==> src/rtl/ring_osc_pkg.sv <==
// Shared state encodings and trim helpers for the ring oscillator trim loop.
package ring_osc_pkg;

    localparam int MAX_STAGES = 32;

    localparam logic [2:0] ST_IDLE    = 3'd0;
    localparam logic [2:0] ST_SETTLE  = 3'd1;
    localparam logic [2:0] ST_MEASURE = 3'd2;
    localparam logic [2:0] ST_ADJUST  = 3'd3;
    localparam logic [2:0] ST_LOCKED  = 3'd4;

    function automatic int lw_of(input int nstage);
        return $clog2(2 * nstage + 1);
    endfunction

    // Thermometer code: primaries fill first, secondaries only once every primary is set.
    function automatic logic [2*MAX_STAGES-1:0] lvl2trim(input int level, input int nstage);
        logic [2*MAX_STAGES-1:0] vec;
        vec = '0;
        for (int i = 0; i < MAX_STAGES; i++) begin
            if (i < nstage) begin
                vec[i]          = (level > i);
                vec[nstage + i] = (level > nstage + i);
            end
        end
        return vec;
    endfunction

endpackage

==> src/rtl/osc_edge_sync.sv <==
// Brings the divided oscillator toggle into clk and flags each toggle edge once.
module osc_edge_sync (
    input  logic clk,
    input  logic resetn,
    input  logic osc_tgl,
    output logic edge_pulse
);

    logic [2:0] sync_reg;

    always_ff @(posedge clk) begin
        if (!resetn) begin
            sync_reg <= '0;
        end else begin
            sync_reg <= {sync_reg[1:0], osc_tgl};
        end
    end

    // Bits 0 and 1 form the synchronizer; bit 2 is the history flop for edge detection.
    assign edge_pulse = sync_reg[1] ^ sync_reg[2];

endmodule

==> src/rtl/ring_osc_trim_ctrl.sv <==
// Closed-loop trim controller: steps the oscillator trim level until the
// measured edge count per window sits inside target +/- tol.
module ring_osc_trim_ctrl
    import ring_osc_pkg::*;
#(
    parameter int NSTAGE     = 13,
    parameter int WIN_LOG2   = 10,
    parameter int CNT_W      = 12,
    parameter int SETTLE_CYC = 16,
    parameter int LW         = lw_of(NSTAGE)
) (
    input  logic                clk,
    input  logic                resetn,
    input  logic                enable,
    input  logic                auto,
    input  logic [LW-1:0]       man_level,
    input  logic [CNT_W-1:0]    target,
    input  logic [CNT_W-1:0]    tol,
    input  logic                osc_tgl,
    output logic [2*NSTAGE-1:0] trim,
    output logic [LW-1:0]       trim_level,
    output logic [CNT_W-1:0]    meas_count,
    output logic                locked,
    output logic                busy,
    output logic                sat_hi,
    output logic                sat_lo
);

    localparam int TW = 2 * NSTAGE;
    localparam int SW = $clog2(SETTLE_CYC + 1);
    localparam logic [LW-1:0]    MAX_LVL     = LW'(TW);
    localparam logic [SW-1:0]    SETTLE_LAST = SW'(SETTLE_CYC - 1);
    localparam logic [CNT_W-1:0] CNT_MAX     = '1;

    logic                edge_pulse;
    logic                run;
    logic [2:0]          state_reg, state_next;
    logic [SW-1:0]       settle_reg;
    logic [WIN_LOG2-1:0] win_reg;
    logic [CNT_W-1:0]    edge_cnt_reg, edge_cnt_inc;
    logic [LW-1:0]       level_reg, level_next;
    logic [CNT_W:0]      hi_bound, lo_bound;
    logic                too_fast, too_slow;

    osc_edge_sync edge_sync (
        .clk        (clk),
        .resetn     (resetn),
        .osc_tgl    (osc_tgl),
        .edge_pulse (edge_pulse)
    );

    assign run = enable & auto;

    // One extra bit keeps target+tol and target-tol from wrapping.
    always_comb begin
        hi_bound     = {1'b0, target} + {1'b0, tol};
        lo_bound     = {1'b0, target} - {1'b0, tol};
        too_fast     = ({1'b0, meas_count} > hi_bound);
        too_slow     = (target >= tol) && ({1'b0, meas_count} < lo_bound);
        edge_cnt_inc = (edge_pulse && (edge_cnt_reg != CNT_MAX)) ? edge_cnt_reg + 1'b1 : edge_cnt_reg;
    end

    always_comb begin
        state_next = state_reg;
        level_next = level_reg;
        if (!run) begin
            state_next = ST_IDLE;
            level_next = (man_level > MAX_LVL) ? MAX_LVL : man_level;
        end else begin
            case (state_reg)
                ST_IDLE:    state_next = ST_SETTLE;
                ST_SETTLE:  if (settle_reg == SETTLE_LAST) state_next = ST_MEASURE;
                ST_MEASURE: if (&win_reg) state_next = ST_ADJUST;
                ST_ADJUST: begin
                    if (too_fast) begin
                        state_next = ST_SETTLE;
                        if (level_reg != MAX_LVL) level_next = level_reg + 1'b1;
                    end else if (too_slow) begin
                        state_next = ST_SETTLE;
                        if (level_reg != '0) level_next = level_reg - 1'b1;
                    end else begin
                        state_next = ST_LOCKED;
                    end
                end
                ST_LOCKED:  state_next = ST_MEASURE;
                default:    state_next = ST_IDLE;
            endcase
        end
    end

    always_ff @(posedge clk) begin
        if (!resetn) begin
            state_reg    <= ST_IDLE;
            settle_reg   <= '0;
            win_reg      <= '0;
            edge_cnt_reg <= '0;
            level_reg    <= '0;
            trim         <= '0;
            meas_count   <= '0;
            locked       <= 1'b0;
            busy         <= 1'b0;
            sat_hi       <= 1'b0;
            sat_lo       <= 1'b0;
        end else begin
            state_reg    <= state_next;
            level_reg    <= level_next;
            trim         <= TW'(lvl2trim(int'(level_next), NSTAGE));
            busy         <= (state_reg != ST_IDLE);
            // Counters idle at zero outside their state, so each window starts clean.
            settle_reg   <= (state_reg == ST_SETTLE)  ? settle_reg + 1'b1 : '0;
            win_reg      <= (state_reg == ST_MEASURE) ? win_reg + 1'b1    : '0;
            edge_cnt_reg <= (state_reg == ST_MEASURE) ? edge_cnt_inc      : '0;

            if (run && (state_reg == ST_MEASURE) && (&win_reg)) begin
                meas_count <= edge_cnt_inc;
            end

            if (!run) begin
                locked <= 1'b0;
            end else if (state_reg == ST_ADJUST) begin
                if (too_fast) begin
                    locked <= 1'b0;
                    sat_hi <= (level_reg == MAX_LVL);
                end else if (too_slow) begin
                    locked <= 1'b0;
                    sat_lo <= (level_reg == '0);
                end else begin
                    locked <= 1'b1;
                    sat_hi <= 1'b0;
                    sat_lo <= 1'b0;
                end
            end
        end
    end

    assign trim_level = level_reg;

endmodule

==> config.mk <==
export PLATFORM = sky130hd
export DESIGN_NAME = ring_osc_trim_ctrl
export DESIGN_NICKNAME = d
export VERILOG_FILES = /design/src/rtl/ring_osc_pkg.sv /design/src/rtl/osc_edge_sync.sv /design/src/rtl/ring_osc_trim_ctrl.sv
export SDC_FILE = /design/constraint.sdc
export NUM_CORES = 1
export LEC_CHECK = 0
export ABC_AREA = 1
export BUFFER_PORTS_ARGS = -buffer_cell sky130_fd_sc_hd__buf_4
export CAP_MARGIN = 10
export CORE_MARGIN = 1
export CORE_UTILIZATION = 45
export CTS_CLUSTER_SIZE = 28
export DETAILED_ROUTE_END_ITERATION = 10
export PLACE_DENSITY = 0.75
export SLEW_MARGIN = 20
export SYNTH_ARGS = -nofsm -noshare
export SYNTH_HDL_FRONTEND = slang
export SYNTH_HIERARCHICAL = 1
export SYNTH_SLANG_ARGS = --single-unit
==> constraint.sdc <==
create_clock -name clk -period 5.4 [get_ports clk]
set_input_delay 0.81 -clock clk [delete_from_list [all_inputs] [get_ports clk]]
set_output_delay 0.81 -clock clk [all_outputs]
set_load 0.005 [all_outputs]
==> results of run 1 <==
[synthesized netlist by cell type (2+ instances only)]
| master | count |
|---|---|
| o21a_1 | 2 |
| nand2_2 | 8 |
| fa_1 | 2 |
| nor2_4 | 5 |
| buf_2 | 6 |
| o21ai_1 | 3 |
| nand4_1 | 6 |
| dfxtp_1 | 80 |
| a31oi_1 | 5 |
| nand3_4 | 2 |
| xor2_1 | 30 |
| nor3_1 | 13 |
| o211ai_1 | 5 |
| nand3b_1 | 5 |
| nand2_8 | 2 |
| xnor2_1 | 5 |
| ha_1 | 54 |
| nand2_4 | 7 |
| buf_4 | 2 |
| clkinv_1 | 2 |
| nor3_2 | 2 |
| nor4_1 | 3 |
| nor2_8 | 3 |
| nand3_1 | 43 |
| o21ai_0 | 22 |
| nor2_1 | 70 |
| nand2_1 | 134 |
| nand3_2 | 6 |
| nor2_2 | 6 |
| a211oi_1 | 3 |
| a21o_1 | 2 |
| buf_6 | 2 |
| clkbuf_1 | 4 |
| nor3b_1 | 2 |
| a21oi_1 | 49 |
| inv_2 | 15 |
| inv_1 | 99 |
[power by group]
group,switching [uW],internal [uW]
registers,10.7,609
clock network,252,367
logic,197,134
[metrics by stage]
step                      hold slack, ns  total power (uW)  cell area [sq um]  std cells  utilization
after floorplan                   0.3856             866.4               5353        723            -
after global placement            0.4048             956.7               6045        931       0.5249
after detailed placement          0.4037             961.4               6045        931       0.5249
after CTS                         0.4191              1581               6355        947       0.5518
after global routing              0.4501              1648               6361        947       0.5524
final                             0.4156              1570               6361        947       0.5524
[cells in the final DEF (no fill, tap or decap), types with 3 or more instances in the layout]
cell type  netlist  layout
nand2_1        134     134
inv_1           99      99
dfxtp_1         80      80
buf_4            2      80
nor2_1          70      70
ha_1            54      54
a21oi_1         49      49
nand3_1         43      43
xor2_1          30      30
o21ai_0         22      22
inv_2           15      15
nor3_1          13      13
clkbuf_16        0       9
nand2_2          8       8
nand2_4          7       7
nor2_2           6       6
nand3_2          6       6
nand4_1          6       6
a31oi_1          5       5
nor2_4           5       5
xnor2_1          5       5
nand3b_1         5       5
o211ai_1         5       5
inv_6            1       4
a211oi_1         3       3
o21ai_1          3       3
nor2_8           3       3
nor4_1           3       3
[area by class of cell]
| cell class | count | area [sq um] |
|---|---|---|
| flip-flops and latches | 80 | 1602 |
| clock inverters | 7 | 85.08 |
| repair buffers | 80 | 600.6 |
| clock buffers | 9 | 225.2 |
| multi-input cells | 510 | 3219 |
| well taps | 143 | 178.9 |
| fillers | 1064 | 5155 |
| inverters | 118 | 450.4 |
[worst max-delay path, delay by kind of cell]
kind / cells / cell delay [ns]
buffers and inverters: 4 / 0.29
xor gates and xnor gates: 1 / 0.16
and+or+nand+nor: 17 / 1.54
adders and majority gates: 2 / 0.77
AOI/OAI and AO/OA: 6 / 1.02
[path summary, 6_finish.rpt]
path                         startpoint                     to  slack (ns)  cells past startpoint
setup reg to reg             win_reg[0]          meas_count[9]        2.79                     12
hold / removal    edge_sync/sync_reg[0]  edge_sync/sync_reg[1]        0.42                      2
hold reg to reg   edge_sync/sync_reg[0]  edge_sync/sync_reg[1]        0.42                      2
setup / recovery              target[2]                trim[4]        1.03                     30
[logic make-up (layout without fill, tap and decap cells)]
logic type                 after synthesis  after routing  synth area share
and+or+nand+nor                        319            319            0.3018
muxes                                    1              1          0.001870
DFF                                     80             80            0.2992
AOI/OAI and AO/OA                       99             99            0.1057
xor gates and xnor gates                35             35           0.05727
adders and majority gates               56             56            0.1337
buffers and inverters                  133            214            0.1005
[layer usage]
| metal | vias up | global-route usage | wire length (microns) |
|---|---|---|---|
| li1 | 2478 | - | - |
| met1 | 2047 | 0.2420 | 5173 |
| met2 | 142 | 0.3229 | 5298 |
| met3 | 15 | 0.02187 | 536 |
| met4 | 0 | 0.07477 | 198 |
| met5 | - | 0 | 0 |
==> impl_metrics.toml, run 1 <==
[synthesis]
ys_types = 51
ys_ff_latch = 80
synth_edf_count = 0
yosysTopAreaCell = "dfxtp_1"
synth_cells = 723
syn_area_sq_um = 5353
synth_area_per_cell_sq_um = 7.403
synth_seq_area_share = 0.2992
netlist.area_leader.share = 0.2992
syn_nets = 813
ys.flop_type = "dfxtp_1"
synth_area_leaders = "dfxtp_1 30%, ha_1 13%, nand2_1 9.4%"
ys_warn_count = 6
async_reset_ff_frac = 0

[cts]
htree_levels = 3
cts-root-buf = "clkbuf_16"
cts.sinks = 80
cts_tree = "built"
clk_latency_ns = 0.33
cts_buffers = 9
cts_resized = 0
hold_buffers = 0
post_cts_buffers = 0
clock_path_buffers = 2
path_clk_slew_ns = 0.06

[timing]
slew_headroom = 0.5267
fmax_ghz = 0.2291
rsz0062_at_grt = "no"
worst_pin_slew_ns = 0.7056
fin_ws_ns = 1.035
final_hold_viol_count = 0
period_minus_slack_ns = 4.365
final_max_slew_viol_count = 0
min_period_over_period = 0.8084
setup_viol = 0
fin_tns_setup_ns = 0
skew_ns = 0.003955

[grt]
grt_pass1_vias = 4343
antenna_found_initial = 0
grt_max_degree = 23
grt_pass1_wl_microns = 19130
grt_remaining_overflow = 0
gr-usage-all-layers = 0.1886

[detailed_routing]
drt_wl_total_microns = 11210
ant_nets = 0
drc = 10
vias_per_cell = 4.944
post_drt_wl_per_cell_microns = 11.83
num_vias = 4682
drt_iter0_drc = 321
dr.pass1.iters = 8

[pwr]
leakagePower_uw = 0.003092
worst_ir_drop_vdd_mv = 0.1391
p_per_area_nw_per_um2 = 246.8

[cells_and_area]
drive_gt1_frac = 0.1978
syn2layout_area_growth_pct = 18.84
antenna_cells = 0
finalNetCount = 889
largest_reg_flops = 26

[critical_path]
cp_data_arrival_time_ns = 4.60
crit_type = "input pin to flop"
crit_path_end_kind = "flop"
slowest_stage = "ha_1"
max_stage_delay_ns = 0.47
cp_max_fo = 10
cp-start-kind = "input pin"
cp.required_ns = 5.63

[outcome]
outcome = "complete, but fails checks"
failed_checks = "DRC"

[floorplan]
die_h_microns = 111.1
core_area_sq_um = 11520
rows = 39
die_w_microns = 111.1
io_pins = 81
die-area_sq_um = 12340
start_util = 0.4648

[place]
port_buffers = 80
pre_cts_ws_ns = 0.6915
place_congestion = 0.9244
hpwl_microns = 8833

[min_path]
hp-class = "flop to flop"

[run]
maxCapViolCount = 0
(Power assumes the default switching activity.)
==> run 2: changes to the inputs <==
PLACE_DENSITY = 0.78   (was 0.75)
clock period = 3.82 ns   (was 5.4 ns; I/O delays follow)
==> run 2 against run 1 <==
Effect of this change:
- the run still ends with DRC left
- highest routed layer unchanged
- clock skew up 0.0013 ns
- first-iteration DRC count decreased by 13%
- critical path type unchanged
- critical path depth down 1
==> impl_metrics.toml, run 2 (synthesis gave the netlist of run 1 again) <==
[outcome]
outcome = "complete, but fails checks"
failed_checks = "DRC"

[grt]
antenna_found_initial = 0
grt_remaining_overflow = 0
grt_pass1_vias = 4435
grt_pass1_wl_microns = 19270
grt_max_degree = 23
gr-usage-all-layers = 0.1874

[cts]
clock_path_buffers = 2
hold_buffers = 0
cts_buffers = 9
cts_tree = "built"
clk_latency_ns = 0.33
htree_levels = 3
cts.sinks = 80
path_clk_slew_ns = 0.06
cts-root-buf = "clkbuf_16"

[cells_and_area]
antenna_cells = 0
largest_reg_flops = 26
syn2layout_area_growth_pct = 28.82
final_cell_mix = "129 x nand2_1, 127 x buf_4, 96 x inv_1"
drive_gt1_frac = 0.2749
finalNetCount = 940
final_common_cell = "nand2_1"
nFillCells = 1025

[critical_path]
cp_max_fo = 8
crit_path_start = "target[2]"
crit_path_end_kind = "flop"
crit_type = "input pin to flop"
cp-start-kind = "input pin"
r2r_start = "meas_count[4]"
cp.required_ns = 4.04
cp_data_arrival_time_ns = 3.90
slowest_stage = "ha_1"
max_stage_delay_ns = 0.33
cp_common_cell = "nand2_1"

[detailed_routing]
num_vias = 4916
drt_iter0_drc = 279
met3_length_microns = 470
ant_nets = 0
dr_wl_met2_microns = 5663
drt_wl_total_microns = 11810
drc = 13
vias_per_cell = 4.926
dr.max_layer_used = "met4"
post_drt_wl_per_cell_microns = 11.83
dr.pass1.iters = 9
wl_met1_microns = 5503

[timing]
setup_viol = 0
fin_tns_setup_ns = 0
worst_pin_slew_ns = 0.4418
fmax_ghz = 0.2716
slew_headroom = 0.7037
period_minus_slack_ns = 3.682
rsz0062_at_grt = "yes"
hold-worst-slack_ns = 0.4104
fin_ws_ns = 0.1379
final_hold_viol_count = 0
min_period_over_period = 0.9639
skew_ns = 0.005218
final_max_slew_viol_count = 0

[min_path]
min-delay-start = "edge_sync/sync_reg[0]"
hp-class = "flop to flop"

[pwr]
p_per_area_nw_per_um2 = 343.1
worst_ir_drop_vdd_mv = 0.2252
leakagePower_uw = 0.003346

[floorplan]
core_area_sq_um = 11520
die_h_microns = 111.1
die-area_sq_um = 12340
start_util = 0.4648
die_w_microns = 111.1
rows = 39
io_pins = 81

[run]
maxCapViolCount = 0

[place]
place_congestion = 0.9440
hpwl_microns = 9068
pre_cts_ws_ns = -0.2196
port_buffers = 80
## run 2: through the flow
stage	cells	area (sq um)	util	total power, uW
detailed placement	974	6374	0.5535	1414
global route	998	6895	0.5988	2484
CTS	990	6703	0.5820	2341
floorplan	723	5359	-	1226
finish	998	6895	0.5988	2366
global placement	974	6374	0.5535	1404
## run 2: critical path: cells and delay by family
| family | cells | cell delay (ns) |
|---|---|---|
| simple gates | 15 | 1.31 |
| compound gates | 7 | 0.93 |
| fa+ha+maj | 2 | 0.60 |
| buf+inv | 4 | 0.32 |
| xor+xnor | 1 | 0.15 |
## run 2: metal layers
layer	up-vias	global-route usage
li1	2575	-
met1	2195	0.2430
met2	127	0.3233
met3	19	0.02788
met4	0	0.05225
met5	-	0
## run 2: path summary, 6_finish.rpt
check / endpoint / slack [ns] / cells after the start
hold / removal: edge_sync/sync_reg[1] / 0.41 / 2
hold reg to reg: edge_sync/sync_reg[1] / 0.41 / 2
setup reg to reg: trim[1] / 1.43 / 16
setup / recovery: trim[1] / 0.14 / 29
## run 2: what timing repair did
item / in CTS / in global routing
hold endpoints to repair: 0 / 0
setup buffers: 0 / 7
resized for setup: 0 / 36
endpoints found under the setup margin: 0 / 30
## run 2: report_power, final
| group | internal, uW | switching [uW] |
|---|---|---|
| logic | 252 | 310 |
| registers | 861 | 15.0 |
| clock network | 580 | 349 |
| total | 1690 | 673 |
## run 2: layout make-up
cell class	count	area (sq um)	share of cell area
inverter	118	452.9	0.06569
multi-input combinational	511	3338	0.4841
clock buffer	9	225.2	0.03266
sequential	80	1602	0.2323
tap	143	178.9	0.02595
clock inverter	7	103.9	0.01506
timing repair buffer	130	994.7	0.1443
==> run 3: changes to the inputs <==
RECOVER_POWER = 100   (was not set)
==> run 3 against run 2 <==
Effect of this change:
- the run still ends with DRC left
- clock-buffer cell count unchanged
- core utilization about the same
- routed wire length decreased by 0.73%
- register-to-register slack got worse by 0.43 ns
- non-clock buffer count unchanged
- sequential share of layout area about the same
- combinational power about the same
- maximum frequency increased by 0.19%
- final area about the same
- clock power about the same
- first-iteration DRC count decreased by 1.1%
- critical path type unchanged
- critical endpoint unchanged
- largest power group unchanged
==> impl_metrics.toml, run 3 (synthesis gave the netlist of run 1 again) <==
[critical_path]
cp.required_ns = 4.04
max_stage_delay_ns = 0.33
cp_data_arrival_time_ns = 3.89
crit_type = "input pin to flop"
cp-start-kind = "input pin"
cp_common_cell = "nand2_1"
slowest_stage = "ha_1"
crit_path_end_kind = "flop"
cp_max_fo = 8

[detailed_routing]
ant_nets = 0
wl_met1_microns = 5451
num_vias = 4895
vias_per_cell = 4.905
dr.max_layer_used = "met4"
drt_wl_total_microns = 11720
post_drt_wl_per_cell_microns = 11.74
dr_wl_met2_microns = 5647
drt_iter0_drc = 276
drc = 13
dr.pass1.iters = 8
met3_length_microns = 463

[pwr]
worst_ir_drop_vdd_mv = 0.2253
clkPwrFrac = 0.393
p_seq_frac = 0.371
p_sw_frac = 0.2844
p_int_uw = 1691
leakagePower_uw = 0.003319
p_per_area_nw_per_um2 = 342.8
switchingPower_uw = 671.8
combPwrFrac = 0.237

[place]
dp.cells = 974
place_congestion = 0.9440
port_buffers = 80
place_area_sq_um = 6374
hpwl_microns = 9068

[min_path]
hp-class = "flop to flop"

[cts]
clock_path_buffers = 2
path_clk_slew_ns = 0.06
cts_tree = "built"
clk_latency_ns = 0.33
hold_buffers = 0
cts_buffers = 9
cts.sinks = 80
htree_levels = 3
cts-root-buf = "clkbuf_16"

[floorplan]
die_h_microns = 111.1
io_pins = 81
start_util = 0.4648
die_w_microns = 111.1
rows = 39
core_area_sq_um = 11520
die-area_sq_um = 12340

[timing]
period_minus_slack_ns = 3.675
skew_ns = 0.004553
fin_tns_setup_ns = 0
fmax_ghz = 0.2721
rsz0062_at_grt = "yes"
setup_viol = 0
final_max_slew_viol_count = 0
worst_pin_slew_ns = 0.8208
slew_headroom = 0.4528
min_period_over_period = 0.9621
final_hold_viol_count = 0

[grt]
gr-usage-all-layers = 0.1874
grt_pass1_vias = 4435
grt_max_degree = 23
grt_pass1_wl_microns = 19270
antenna_found_initial = 0
grt_remaining_overflow = 0

[cells_and_area]
syn2layout_area_growth_pct = 28.75
nFillCells = 1027
final_common_cell = "nand2_1"
regArea_sq_um = 1602
drive_gt1_frac = 0.2737
multi_input_area_sq_um = 3338
finalNonFillerCells = 998
postLayoutCellArea_sq_um = 6892
largest_reg_flops = 26
final_cell_mix = "129 x nand2_1, 96 x inv_1, 80 x dfxtp_1"
finalNetCount = 940
antenna_cells = 0

[outcome]
failed_checks = "DRC"
outcome = "complete, but fails checks"

[run]
maxCapViolCount = 0
-- run 3: layer usage --
layer / track usage / vias up
li1: - / 2571
met1: 0.2430 / 2189
met2: 0.3233 / 118
met3: 0.02788 / 17
met4: 0.05225 / 0
met5: 0 / -
-- run 3: worst max-delay path: cells and delay by family --
kind,cells,cell delay [ns]
and+or+nand+nor,15,1.30
AOI/OAI and AO/OA,7,0.93
adders and majority gates,2,0.60
buffers and inverters,4,0.32
xor gates and xnor gates,1,0.15
-- run 3: through the flow --
step                      utilization  total power (uW)  hold WS, ns  worst slack (ns)
after floorplan                     -              1226       0.3856           0.03434
after global placement         0.5535              1404       0.4017           -0.1647
after detailed placement       0.5535              1414       0.3996           -0.2196
after CTS                      0.5820              2341       0.4120            0.1101
after global routing           0.5984              2481       0.4284           -0.1076
final                          0.5984              2362       0.4104            0.1450
-- run 3: cell type report --
type / instances / share of cell area
flip-flops and latches: 80 / 0.2324
clock inverters: 7 / 0.01507
well taps: 143 / 0.02596
repair buffers: 130 / 0.1438
multi-input cells: 511 / 0.4844
clock buffers: 9 / 0.03268
inverters: 118 / 0.06572
-- run 3: power by group through the flow --
stage	combinational [uW]	sequential (uW)	clock [uW]
finish	559	876	928
global route	620	878	984
CTS	522	876	944
detailed placement	519	894	0
global placement	509	895	0
floorplan	333	893	0
-- run 3: timing repair --
| item | in CTS | in global routing |
|---|---|---|
| endpoints found under the setup margin | 0 | 30 |
| buffers inserted | 0 | 7 |
| gates resized for setup | 0 | 36 |
-- run 3: worst paths after layout --
| path | from | end | slack (ns) | cells past startpoint |
|---|---|---|---|---|
| setup / recovery | target[2] | trim[1] | 0.14 | 29 |
| hold reg to reg | edge_sync/sync_reg[0] | edge_sync/sync_reg[1] | 0.41 | 2 |
| hold / removal | edge_sync/sync_reg[0] | edge_sync/sync_reg[1] | 0.41 | 2 |
| setup reg to reg | win_reg[0] | meas_count[11] | 1.00 | 13 |
